`src/rtl/wb_retire_queue.sv`:
```
// Writeback retire queue: circular FIFO between memory stage and register file write port.
// Optional debug trace outputs are enabled by defining WB_RETIRE_DEBUG_TRACE_EN.
module wb_retire_queue #(
    parameter int DATA_W = 32,
    parameter int REG_AW = 5,
    parameter int PC_W   = 32,
    parameter int DEPTH  = 2
) (
    input  logic                   clk,
    input  logic                   reset,
    input  logic                   ms_to_ws_valid,
    input  logic                   ms_gr_we,
    input  logic [REG_AW-1:0]      ms_dest,
    input  logic [DATA_W-1:0]      ms_result,
    input  logic [PC_W-1:0]        ms_pc,
    input  logic                   ms_excp,
    output logic                   ws_allowin,
    input  logic                   rf_ready,
    output logic                   rf_we,
    output logic [REG_AW-1:0]      rf_waddr,
    output logic [DATA_W-1:0]      rf_wdata,
    input  logic [REG_AW-1:0]      fwd_raddr,
    output logic                   fwd_hit,
    output logic [DATA_W-1:0]      fwd_data,
    output logic [(2**REG_AW)-1:0] pending_mask,
    output logic                   ws_flush,
    output logic [PC_W-1:0]        ws_flush_pc
`ifdef WB_RETIRE_DEBUG_TRACE_EN
    ,
    output logic [PC_W-1:0]        debug_wb_pc,
    output logic [3:0]             debug_wb_rf_we,
    output logic [REG_AW-1:0]      debug_wb_rf_wnum,
    output logic [DATA_W-1:0]      debug_wb_rf_wdata
`endif
);

    localparam int NREG  = 2**REG_AW;
    localparam int PTR_W = (DEPTH > 1) ? $clog2(DEPTH) : 1;
    localparam int CNT_W = $clog2(DEPTH + 1);

    typedef logic [PTR_W-1:0] ptr_t;

    logic [DEPTH-1:0]  ent_valid;
    logic [DEPTH-1:0]  ent_we;
    logic [DEPTH-1:0]  ent_excp;
    logic [REG_AW-1:0] ent_dest   [DEPTH];
    logic [DATA_W-1:0] ent_result [DEPTH];
    logic [PC_W-1:0]   ent_pc     [DEPTH];

    ptr_t              head;
    ptr_t              tail;
    logic [CNT_W-1:0]  count;

    logic              head_valid;
    logic              retire;
    logic              enqueue;
    logic              fwd_hit_raw;
    logic [DATA_W-1:0] fwd_data_raw;
    logic [NREG-1:0]   pending_raw;

    function automatic ptr_t ptr_inc(input ptr_t p);
        if (p == ptr_t'(DEPTH - 1))
            return '0;
        return p + 1'b1;
    endfunction

    assign head_valid  = ent_valid[head];
    assign ws_flush    = !reset && head_valid && ent_excp[head];
    assign retire      = !reset && head_valid && (!ent_we[head] || ent_excp[head] || rf_ready);
    assign rf_we       = !reset && head_valid && ent_we[head] && !ent_excp[head] && rf_ready;
    assign rf_waddr    = ent_dest[head];
    assign rf_wdata    = ent_result[head];
    assign ws_flush_pc = ent_pc[head];
    assign ws_allowin  = !reset && !ws_flush && ((count < CNT_W'(DEPTH)) || retire);
    assign enqueue     = ms_to_ws_valid && ws_allowin;

    always_ff @(posedge clk) begin
        if (reset) begin
            ent_valid <= '0;
            ent_we    <= '0;
            ent_excp  <= '0;
            head      <= '0;
            tail      <= '0;
            count     <= '0;
            for (int unsigned i = 0; i < DEPTH; i++) begin
                ent_dest[i]   <= '0;
                ent_result[i] <= '0;
                ent_pc[i]     <= '0;
            end
        end else if (ws_flush) begin
            ent_valid <= '0;
            head      <= '0;
            tail      <= '0;
            count     <= '0;
        end else begin
            if (retire) begin
                ent_valid[head] <= 1'b0;
                head            <= ptr_inc(head);
            end
            // When full, head==tail: this later write re-validates the slot just retired.
            if (enqueue) begin
                ent_valid[tail]  <= 1'b1;
                ent_we[tail]     <= ms_gr_we;
                ent_excp[tail]   <= ms_excp;
                ent_dest[tail]   <= ms_dest;
                ent_result[tail] <= ms_result;
                ent_pc[tail]     <= ms_pc;
                tail             <= ptr_inc(tail);
            end
            if (enqueue && !retire)
                count <= count + 1'b1;
            else if (!enqueue && retire)
                count <= count - 1'b1;
        end
    end

    // Walk oldest to youngest so the last match seen is the youngest writer.
    always_comb begin
        ptr_t idx;
        idx          = '0;
        fwd_hit_raw  = 1'b0;
        fwd_data_raw = '0;
        pending_raw  = '0;
        for (int unsigned k = 0; k < DEPTH; k++) begin
            idx = ptr_t'((32'(head) + k) % DEPTH);
            if (ent_valid[idx] && ent_we[idx] && !ent_excp[idx]) begin
                pending_raw[ent_dest[idx]] = 1'b1;
                if (ent_dest[idx] == fwd_raddr) begin
                    fwd_hit_raw  = 1'b1;
                    fwd_data_raw = ent_result[idx];
                end
            end
        end
        pending_raw[0] = 1'b0;
        if (reset || fwd_raddr == '0) begin
            fwd_hit_raw  = 1'b0;
            fwd_data_raw = '0;
        end
        if (reset)
            pending_raw = '0;
    end

    assign fwd_hit      = fwd_hit_raw;
    assign fwd_data     = fwd_data_raw;
    assign pending_mask = pending_raw;

`ifdef WB_RETIRE_DEBUG_TRACE_EN
    assign debug_wb_pc       = ent_pc[head];
    assign debug_wb_rf_we    = {4{rf_we}};
    assign debug_wb_rf_wnum  = rf_waddr;
    assign debug_wb_rf_wdata = rf_wdata;
`endif

endmodule

```
`config.mk`:
```
export PLATFORM = sky130hd
export DESIGN_NAME = wb_retire_queue
export DESIGN_NICKNAME = d
export VERILOG_FILES = /design/src/rtl/wb_retire_queue.sv
export SDC_FILE = /design/constraint.sdc
export NUM_CORES = 1
export LEC_CHECK = 0
export BUFFER_PORTS_ARGS = -buffer_cell sky130_fd_sc_hd__buf_2
export CAP_MARGIN = 20
export CORE_MARGIN = 8
export CORE_UTILIZATION = 26
export CTS_CLUSTER_DIAMETER = 150
export DETAILED_ROUTE_END_ITERATION = 8
export GPL_TIMING_DRIVEN = 0
export SYNTH_ARGS = -nofsm -noshare
export SYNTH_HDL_FRONTEND = slang
export SYNTH_SLANG_ARGS = --single-unit
```
`constraint.sdc`:
```
create_clock -name clk -period 3.7 [get_ports clk]
set_clock_uncertainty 0.05 [all_clocks]
set_input_delay 0.37 -clock clk [delete_from_list [all_inputs] [get_ports clk]]
set_output_delay 0.37 -clock clk [all_outputs]
set_load 0.005 [all_outputs]
```
==> results of run 1 <==
==> path summary, 6_finish.rpt <==
check / startpoint / endpoint / slack (ns) / cells after the start
max: head / fwd_data[30] / 0.34 / 10
min: ms_gr_we / ent_we[1] / 0.17 / 3
max reg2reg: head / ent_result[1][27] / 0.59 / 7
min reg2reg: ent_we[0] / ent_we[0] / 0.44 / 2
==> per-layer routing <==
layer  global-route usage  part of all wire  vias up  routed length [µm]
met5                    0            0.0014        -                  35
met4               0.0400             0.013        6                 333
met3               0.0354             0.061       25                1510
met2                0.215              0.48      174               11800
met1                0.169              0.45     2952               11100
li1                     -                 -     2932                   -
==> power breakdown <==
part / total, W / switching [W] / leakage, nW / internal, W
logic: 0.000720 / 0.000399 / 2.38 / 0.000321
registers: 0.00205 / 0.0000532 / 1.53 / 0.00199
clock network: 0.00174 / 0.000738 / 0.279 / 0.00100
==> kinds of logic after synthesis <==
family                   Yosys count  share of synthesized area
AND/OR/NAND/NOR                  267                      0.175
AO/OA/AOI/OAI                     83                     0.0790
buffers and inverters             55                     0.0341
multiplexers                     112                      0.151
adder cells (fa/ha/maj)            1                    0.00156
flip-flops                       149                      0.544
other                              1                   0.000467
XOR/XNOR                          14                     0.0153
==> registers in the layout (all words and copies together) (netlist names), named ones only <==
signal,count
ent_we,2
count,2
ent_valid,2
tail,1
ent_pc,64
ent_excp,2
ent_result,64
ent_dest,10
head,1
==> synthesized netlist by cell type (7+ instances only) <==
| master | instances |
|---|---|
| mux2i_1 | 45 |
| nand2_1 | 10 |
| and2_1 | 138 |
| nor3_1 | 8 |
| nor2_1 | 94 |
| clkbuf_1 | 17 |
| a211oi_1 | 33 |
| mux2_2 | 65 |
| buf_2 | 11 |
| clkbuf_2 | 7 |
| a21oi_1 | 8 |
| edfxtp_1 | 138 |
| xnor2_1 | 8 |
| a22oi_1 | 31 |
| inv_1 | 11 |
| dfxtp_1 | 11 |
==> worst reg2reg max path, stage by stage (launching register included) <==
cell and delay, ns:
dfxtp_1 0.34, inv_1 0.19, nor2_1 0.11, a221o_1 0.43, buf_6 0.17, a211oi_4 0.68, or2_4 0.45, buf_16 0.32
==> cell type report <==
class                   count  area, µm²
diodes                      4       10.0
repair buffers            221       1150
clock inverters            14        150
plain buffers              44        236
flip-flops and latches    149       4360
clock buffers              18        429
fillers                  3080      20200
well taps                 396        495
inverters                  11       41.3
multi-input cells         478       3410
==> metrics by stage <==
step                      setup TNS, ns  setup WS (ns)
after floorplan                       0          0.619
after global placement           -67.69         -0.672
after detailed placement              0         0.0151
after CTS                             0         0.0243
after global routing                  0         0.0438
final                                 0          0.343
==> repair_timing <==
item	CTS	global route
endpoints found under the hold margin	0	0
setup buffers	0	4
setup endpoints to repair	9	84
hold buffers	0	0
gates cloned	0	0
pin swaps	1	1
gates resized for setup	1	7
==> summary.txt, run 1 <==
Logic synthesis
  – Mapped Area: about 0.008 mm²
  – Cell variety after synth: 43
  – Syn Nets: between 700 and 800
  – Syn avg cell area: approximately 12 µm²
  – Cell taking the most area after synthesis: edfxtp_1
  – Top post-synthesis cells by area: edfxtp_1 52%, and2_1 11%, mux2_2 9.1%
  – Sequential-to-total area share from yosys stat: 0.544
  – Synthesis Warnings: 0
  – Syn Inst Count: between 600 and 700
  – #FFs+latches synth: 149
  – Post-synth EDFFs: 138
  – Yosys top cell area share: 0.516
  – Dominant synthesized flop cell: edfxtp_1
  – Ys async rst share: 0

Pwr
  – Leak: 4.20 nW
  – Pwr Total: between 0.004 and 0.005 W
  – Max IR drop VDD: about 0.22 mV
  – Pwr Density: 438 mW/mm²

Floorplanning
  – Die Ht: ~190 µm
  – Die X-Extent: approximately 190 µm
  – Starting Density: 0.263
  – Placement row count: 64
  – Core Footprint: around 0.03 mm²
  – Die area: approximately 0.037 mm²
  – I/O pin count: approximately 220

Drt
  – DR iter-0 viols: ~280
  – DRC Markers: 0
  – DR WL/cell: 18.6 µm
  – Pre-antenna DRT Iters: 5
  – Routed via count: 6089
  – DR vias/cell: 4.56
  – Wirelength, routed: 24.8 mm
  – Routed Antenna Nets: 0

Final layout
  – Layout area overhead: 28.2%
  – Layout cells sized above 1: 0.382
  – Most frequent cells in the layout: 226 x buf_2, 138 x and2_1, 138 x edfxtp_1
  – Commonest non-fill, non-tap cell in the layout: buf_2
  – Final non-filler cell total: ~1300
  – Final nets: 1003
  – Final core utilization: 0.337
  – Post-route cell area: 0.0103 mm²

Placement
  – Placed insts: around 1300
  – DP HPWL: 17.9 mm
  – Placer Congestion: about 0.78
  – IO buf count: about 220
  – Placed cell area: 0.00965 mm²

Critical path
  – CP Buf/Inv Count: 4
  – CP Launch Type: flop
  – CP max-delay cell: mux2i_2
  – Top cell family by delay on the critical path: buffers and inverters
  – Maximum fanout along the worst path: 10
  – Critical Path Max Stage Delay: a little under 0.4 ns
  – Cell mode on critical path: buf_6
  – Crit path cell chain: buf_6 > mux2i_2 > xor2_1 > nand4_1 > nor3_2 > buf_4 > buf_6 > nor2_1 > a211oi_1 > buf_2
  – Crit. End Element: primary output
  – Crit Path Class: flop to primary output
  – CP required: approximately 3.3 ns
  – Worst endpoint data arrival time: 2.94 ns

Outcome
  – Status: finished, final reports clean

Min path
  – HP Class: input pin to flop

STA
  – Slew headroom: 0.277
  – Final count of hold timing violations: 0
  – Slew @ Worst Pin: around 1.1 ns
  – Final worst path period need: about 3.4 ns
  – Tcrit/Tclk final: 0.907
  – Peak Freq: slightly below 0.3 GHz
  – Fin Hold WS: between 0.15 and 0.2 ns
  – Setup-failing EPs final: 0
  – Fin. max-slew vios: 0
  – Unrepaired setup endpoints after global routing: false

GRT
  – Global-route wire length before repair: 37.3 mm
  – Vias in the first global route: roughly 6400
  – Overflow after GRT: 0
  – Pin count of the biggest net entering global routing: 55
  – GRT Total Usage: 0.132
  – Antenna violations before repair: 6

CTS
  – Clock transition at path regs: 0.06 ns
  – CTS buffer count: 17
  – H-tree depth: 4
  – CTS tree: yes
  – Clock buffer depth: 2
  – Root buffer cell: clkbuf_16
  – CTS sink cnt: ~150
  – Worst-Skew Late Latency: just over 0.4 ns

Job
  – Number of max-cap violations: 0
Note: power is estimated with default switching activity, not from simulation.
==> run 2, diff against run 1 <==
--- a/config.mk
+++ b/config.mk
@@ -7,7 +7,7 @@
 export LEC_CHECK = 0
 export BUFFER_PORTS_ARGS = -buffer_cell sky130_fd_sc_hd__buf_2
 export CAP_MARGIN = 20
-export CORE_MARGIN = 8
+export CORE_MARGIN = 2
 export CORE_UTILIZATION = 26
 export CTS_CLUSTER_DIAMETER = 150
 export DETAILED_ROUTE_END_ITERATION = 8
==> constraint.sdc (replaced) <==
create_clock -name clk -period 2.8 [get_ports clk]
set_clock_uncertainty 0.05 [all_clocks]
set_input_delay 0.28 -clock clk [delete_from_list [all_inputs] [get_ports clk]]
set_output_delay 0.28 -clock clk [all_outputs]
set_load 0.005 [all_outputs]
==> summary.txt, run 2 (same netlist as run 1, synthesis figures left out) <==
Drt
  – Pre-antenna DRT Iters: 4 (-1)
  – Routed Antenna Nets: 0 (unchanged)
  – WL met1: 10.8 mm (-2.7%)
  – Routed via count: 6416 (+5.4%)
  – DR WL/cell: 18.5 µm (-0.52%)
  – Routed wl met2: 12.7 mm (+8.3%)
  – DR vias/cell: 4.64 (+1.8%)
  – DRC Markers: 0 (unchanged)
  – DR iter-0 viols: 291 (+4.7%)
  – Met3 wire len: 1.25 mm (-17%)
  – Wirelength, routed: 25.5 mm (+3.0%)
  – Highest Signal Layer: met5

Final layout
  – Final nets: 1050 (+4.7%)
  – Layout cells sized above 1: 0.485 (+0.103)
  – Layout area overhead: 42.0%
  – Top Registers: ent_pc: 64 flops, ent_result: 64 flops, ent_dest: 10 flops
  – Most frequent cells in the layout: 220 x buf_2, 138 x and2_1, 138 x edfxtp_1
  – Final core utilization: 0.374 (+0.0363)
  – Commonest non-fill, non-tap cell in the layout: buf_2

STA
  – Fin. max-slew vios: 0 (unchanged)
  – Setup ws final: -0.197 ns (-0.541 ns)
  – Tcrit/Tclk final: 1.07
  – Peak Freq: between 0.3 and 0.4 GHz
  – Final worst path period need: roughly 3 ns
  – Final count of hold timing violations: 0 (unchanged)
  – Setup TNS: -4.61 ns (-4.61 ns)
  – Unrepaired setup endpoints after global routing: true
  – Slew headroom: 0.370 (+0.0930)
  – Slew @ Worst Pin: 0.945 ns (-0.131 ns)
  – Setup-failing EPs final: 52 (+52)

Floorplanning
  – Core Footprint: 0.0305 mm² (unchanged)
  – I/O pin count: 217 (unchanged)
  – Die X-Extent: 180 µm (-6.3%)
  – Die area: 0.0323 mm² (-12%)
  – Placement row count: 64 (unchanged)
  – Starting Density: 0.263 (unchanged)
  – Die Ht: 180 µm (-6.3%)

Critical path
  – Maximum fanout along the worst path: 8 (-2)
  – CP Launch Type: flop
  – CP required: 2.47 ns (-0.81 ns)
  – Crit Path Class: flop to primary output
  – Crit. End Element: primary output
  – Worst endpoint data arrival time: 2.67 ns (-0.27 ns)

CTS
  – Root buffer cell: clkbuf_16
  – Worst-Skew Late Latency: 0.42 ns (about the same)
  – CTS sink cnt: 149 (unchanged)
  – H-tree depth: 4 (unchanged)
  – CTS buffer count: 17 (unchanged)
  – CTS tree: yes
  – Cts hold-fix bufs: 0 (unchanged)
  – Clock transition at path regs: 0.06 ns (about the same)
  – Clock buffer depth: 2 (unchanged)

Pwr
  – Pwr Density: 545 mW/mm² (+24%)
  – Max IR drop VDD: 0.333 mV (+51%)
  – Leak: 4.59 nW (+9.5%)

GRT
  – Pin count of the biggest net entering global routing: 19 (-65%)
  – Overflow after GRT: 0 (unchanged)
  – Antenna violations before repair: 6 (unchanged)
  – GRT Total Usage: 0.156 (+0.0240)
  – Global-route wire length before repair: 38.2 mm (+2.6%)
  – Vias in the first global route: 6514 (+2.1%)

Placement
  – DP HPWL: 16.0 mm (-11%)
  – Placer Congestion: 0.845 (+8.3%)
  – IO buf count: 215 (unchanged)

Min path
  – HP Class: input pin to flop

Job
  – Number of max-cap violations: 0 (unchanged)

Outcome
  – Status: finished, violations left
  – Failing checks: negative setup slack
==> run 2: cell count changes in the layout (fill, tap and decap cells not counted), sizes merged <==
cell      delta
or2          +6
bufinv       +1
clkinvlp     +2
buf         +40
clkbuf       +1
clkinv       -2
inv          -1
==> run 2: worst max-delay path, cell delays in order (launching register included) <==
cell      delay [ns]
dfxtp_4         0.36
buf_8           0.14
buf_4           0.13
mux2i_1         0.14
or2_2           0.39
nor4_4          0.29
o21ai_4         0.19
clkbuf_8        0.22
a211oi_2        0.22
buf_2           0.16
==> run 2: metrics by stage <==
stage / total power (W) / instance area [µm²] / std cells / worst slack, ns / hold WS, ns
4_1_cts: 0.00619 / 11100 / 1364 / -0.214 / 0.0618
6_report: 0.00621 / 11400 / 1382 / -0.197 / 0.0777
3_5_place_dp: 0.00369 / 9600 / 1293 / -1.03 / 0.439
2_1_floorplan: 0.00330 / 8030 / 682 / 0.0572 / 0.377
5_1_grt: 0.00647 / 11400 / 1380 / -0.298 / 0.0768
3_3_place_gp: 0.00367 / 9600 / 1293 / -1.01 / 0.420
==> run 2: final timing paths <==
check,slack (ns),cells after the start,to,from
hold / removal,0.08,3,ent_we[1],ms_gr_we
hold reg to reg,0.45,2,ent_we[0],ent_we[0]
setup / recovery,-0.20,9,fwd_data[13],head
setup reg to reg,0.17,9,ent_result[0][4],head
==> run 2: layout make-up <==
cell class,count,area [µm²]
Sequential cell,149,4370
Inverter,11,45.0
Clock buffer,18,429
Multi-Input combinational cell,484,3840
Clock inverter,14,173
Fill cell,3005,19100
Timing Repair Buffer,263,1710
Tap cell,396,495
Antenna cell,4,10.0
Buffer,43,320
==> run 2: routing by layer <==
| metal | track usage | vias to the layer above |
|---|---|---|
| met1 | 0.190 | 3124 |
| met3 | 0.0350 | 44 |
| met5 | 0 | - |
| met2 | 0.269 | 196 |
| met4 | 0.0592 | 4 |
| li1 | - | 3048 |
==> run 2: what timing repair did <==
| action | 4_1_cts | 5_1_grt |
|---|---|---|
| pin swaps | 12 | 22 |
| endpoints found under the setup margin | 263 | 133 |
| cloned | 14 | 0 |
| resized for setup | 126 | 28 |
| buffers inserted | 25 | 20 |
==> run 2: power breakdown <==
group | internal [W] | leakage (nW) | total [W] | switching, W
logic | 0.000519 | 2.78 | 0.00112 | 0.000603
clock network | 0.00141 | 0.283 | 0.00237 | 0.000964
registers | 0.00264 | 1.53 | 0.00271 | 0.0000782
total | 0.00457 | 4.59 | 0.00621 | 0.00165
==> run 3, diff against run 2 <==
==> constraint.sdc (replaced) <==
create_clock -name clk -period 2.8 [get_ports clk]
set_clock_uncertainty 0.05 [all_clocks]
set_input_delay 0.14 -clock clk [delete_from_list [all_inputs] [get_ports clk]]
set_output_delay 0.14 -clock clk [all_outputs]
set_load 0.005 [all_outputs]
==> summary.txt, run 3 (same netlist as run 1, synthesis figures left out) <==
Pwr
  – Pwr Density: 532 mW/mm² (-2.4%)
  – Leak: 4.76 nW (+3.6%)
  – Max IR drop VDD: 0.337 mV (+1.2%)

CTS
  – Worst-Skew Late Latency: 0.42 ns (about the same)
  – H-tree depth: 4 (unchanged)
  – CTS sink cnt: 149 (unchanged)
  – Root buffer cell: clkbuf_16
  – Clock transition at path regs: 0.06 ns (about the same)
  – Clock buffer depth: 2 (unchanged)
  – CTS tree: yes
  – CTS buffer count: 17 (unchanged)

Final layout
  – Layout cells sized above 1: 0.419 (-0.0656)
  – Top Registers: ent_pc: 64 flops, ent_result: 64 flops, ent_dest: 10 flops
  – Commonest non-fill, non-tap cell in the layout: buf_2
  – Layout area overhead: 46.7%
  – Final core utilization: 0.386 (+0.0123)
  – Most frequent cells in the layout: 222 x buf_2, 138 x and2_1, 138 x edfxtp_1
  – Final non-filler cell total: 1435 (+3.8%)
  – Fillers: 2963 (-1.4%)
  – Final nets: 1106 (+5.3%)

Floorplanning
  – Placement row count: 64 (unchanged)
  – I/O pin count: 217 (unchanged)
  – Die X-Extent: 180 µm (unchanged)
  – Core Footprint: 0.0305 mm² (unchanged)
  – Starting Density: 0.263 (unchanged)
  – Die Ht: 180 µm (unchanged)
  – Die area: 0.0323 mm² (unchanged)

STA
  – Fin. max-slew vios: 0 (unchanged)
  – Final count of hold timing violations: 0 (unchanged)
  – Unrepaired setup endpoints after global routing: true
  – Setup ws final: -0.0717 ns (+0.126 ns)
  – Slew headroom: 0.360 (-0.0103)
  – Setup TNS: -1.03 ns (+3.58 ns)
  – Tcrit/Tclk final: 1.03 (-0.0449)
  – Final worst path period need: 2.87 ns (-0.126 ns)
  – Slew @ Worst Pin: 0.960 ns (+0.0154 ns)
  – Setup-failing EPs final: 30 (-42%)
  – Peak Freq: 0.348 GHz (+4.4%)

Outcome
  – Failing checks: negative setup slack
  – Status: finished, violations left

Min path
  – HP Class: input pin to flop

GRT
  – Overflow after GRT: 0 (unchanged)
  – GRT Total Usage: 0.156 (-0.000572)
  – Antenna violations before repair: 1 (-5)
  – Pin count of the biggest net entering global routing: 19 (unchanged)
  – Global-route wire length before repair: 38.4 mm (+0.40%)
  – Vias in the first global route: 6764 (+3.8%)

Drt
  – Wirelength, routed: 25.5 mm (-0.22%)
  – DRC Markers: 0 (unchanged)
  – DR WL/cell: 17.7 µm (-3.9%)
  – DR vias/cell: 4.59 (-1.1%)
  – Routed via count: 6591 (+2.7%)
  – Pre-antenna DRT Iters: 4 (unchanged)
  – DR iter-0 viols: 287 (-1.4%)
  – Routed Antenna Nets: 0 (unchanged)

Critical path
  – CP max-delay cell: dfxtp_4
  – Cell mode on critical path: buf_6
  – Critical Path Max Stage Delay: 0.36 ns (-0.03 ns)
  – Maximum fanout along the worst path: 8 (unchanged)
  – CP Buf/Inv Count: 5 (+1)
  – Crit Path Class: flop to primary output
  – Crit. End Element: primary output
  – CP Launch Type: flop
  – Worst endpoint data arrival time: 2.68 ns (about the same)
  – Crit path cell chain: buf_6 > buf_12 > mux2i_1 > xor2_1 > nand4_1 > nor3_4 > buf_6 > o21ai_4 > buf_8 > a211oi_2 > buf_2
  – Top cell family by delay on the critical path: buffers and inverters
  – CP required: 2.61 ns (+0.14 ns)

Placement
  – DP HPWL: 16.0 mm (unchanged)
  – Placer Congestion: 0.845 (unchanged)
  – Placed insts: 1293 (unchanged)
  – Place WS: -1.03 ns (unchanged)
  – IO buf count: 215 (unchanged)

Job
  – Number of max-cap violations: 0 (unchanged)
==> run 3: cell type report <==
class / instances / area [µm²] / area share
Antenna cell: 1 / 2.50 / 0.000213
Buffer: 42 / 265 / 0.0225
Clock buffer: 18 / 429 / 0.0365
Clock inverter: 14 / 173 / 0.0147
Inverter: 11 / 41.3 / 0.00351
Multi-Input combinational cell: 484 / 3760 / 0.320
Sequential cell: 149 / 4370 / 0.371
Tap cell: 396 / 495 / 0.0421
Timing Repair Buffer: 320 / 2240 / 0.190
==> run 3: power by group <==
part / switching [W] / internal, W / leakage [nW]
logic: 0.000608 / 0.000569 / 2.94
registers: 0.0000759 / 0.00264 / 1.53
clock network: 0.000962 / 0.00141 / 0.283
==> run 3: timing repair <==
action                     in CTS  in global routing
setup buffers                  18                 13
pin swaps                       9                  5
gates cloned                    9                  0
hold endpoints to repair      142                  0
gates resized for setup        80                 22
hold buffers                   71                  0
setup endpoints to repair     254                109
==> run 3: worst min-delay path, cell delays in order <==
cell	delay (ns)
buf_2	0.11
inv_1	0.10
a211oi_1	0.08
nand2b_1	0.10
a21oi_1	0.07
==> run 3: final timing paths <==
check | end | startpoint | depth (start not counted) | slack (ns)
max | fwd_data[27] | head | 11 | -0.07
min | ent_valid[0] | ms_to_ws_valid | 5 | 0.18
max reg2reg | ent_result[0][4] | head | 9 | 0.17
min reg2reg | ent_we[0] | ent_we[0] | 2 | 0.45
==> run 3: per-layer routing <==
| metal | up-vias | share of wire | GRT usage |
|---|---|---|---|
| met1 | 3218 | 0.43 | 0.191 |
| li1 | 3146 | - | - |
| met4 | 0 | 0.022 | 0.0520 |
| met2 | 189 | 0.51 | 0.276 |
| met3 | 38 | 0.040 | 0.0265 |
| met5 | - | 0 | 0 |
==> run 3: metrics by stage <==
step | area [µm²] | hold WS (ns) | power (W)
finish | 11800 | 0.180 | 0.00626
global route | 11800 | 0.206 | 0.00652
CTS | 11500 | 0.144 | 0.00626
detailed placement | 9600 | 0.360 | 0.00369
global placement | 9600 | 0.346 | 0.00367
floorplan | 8030 | 0.237 | 0.00330
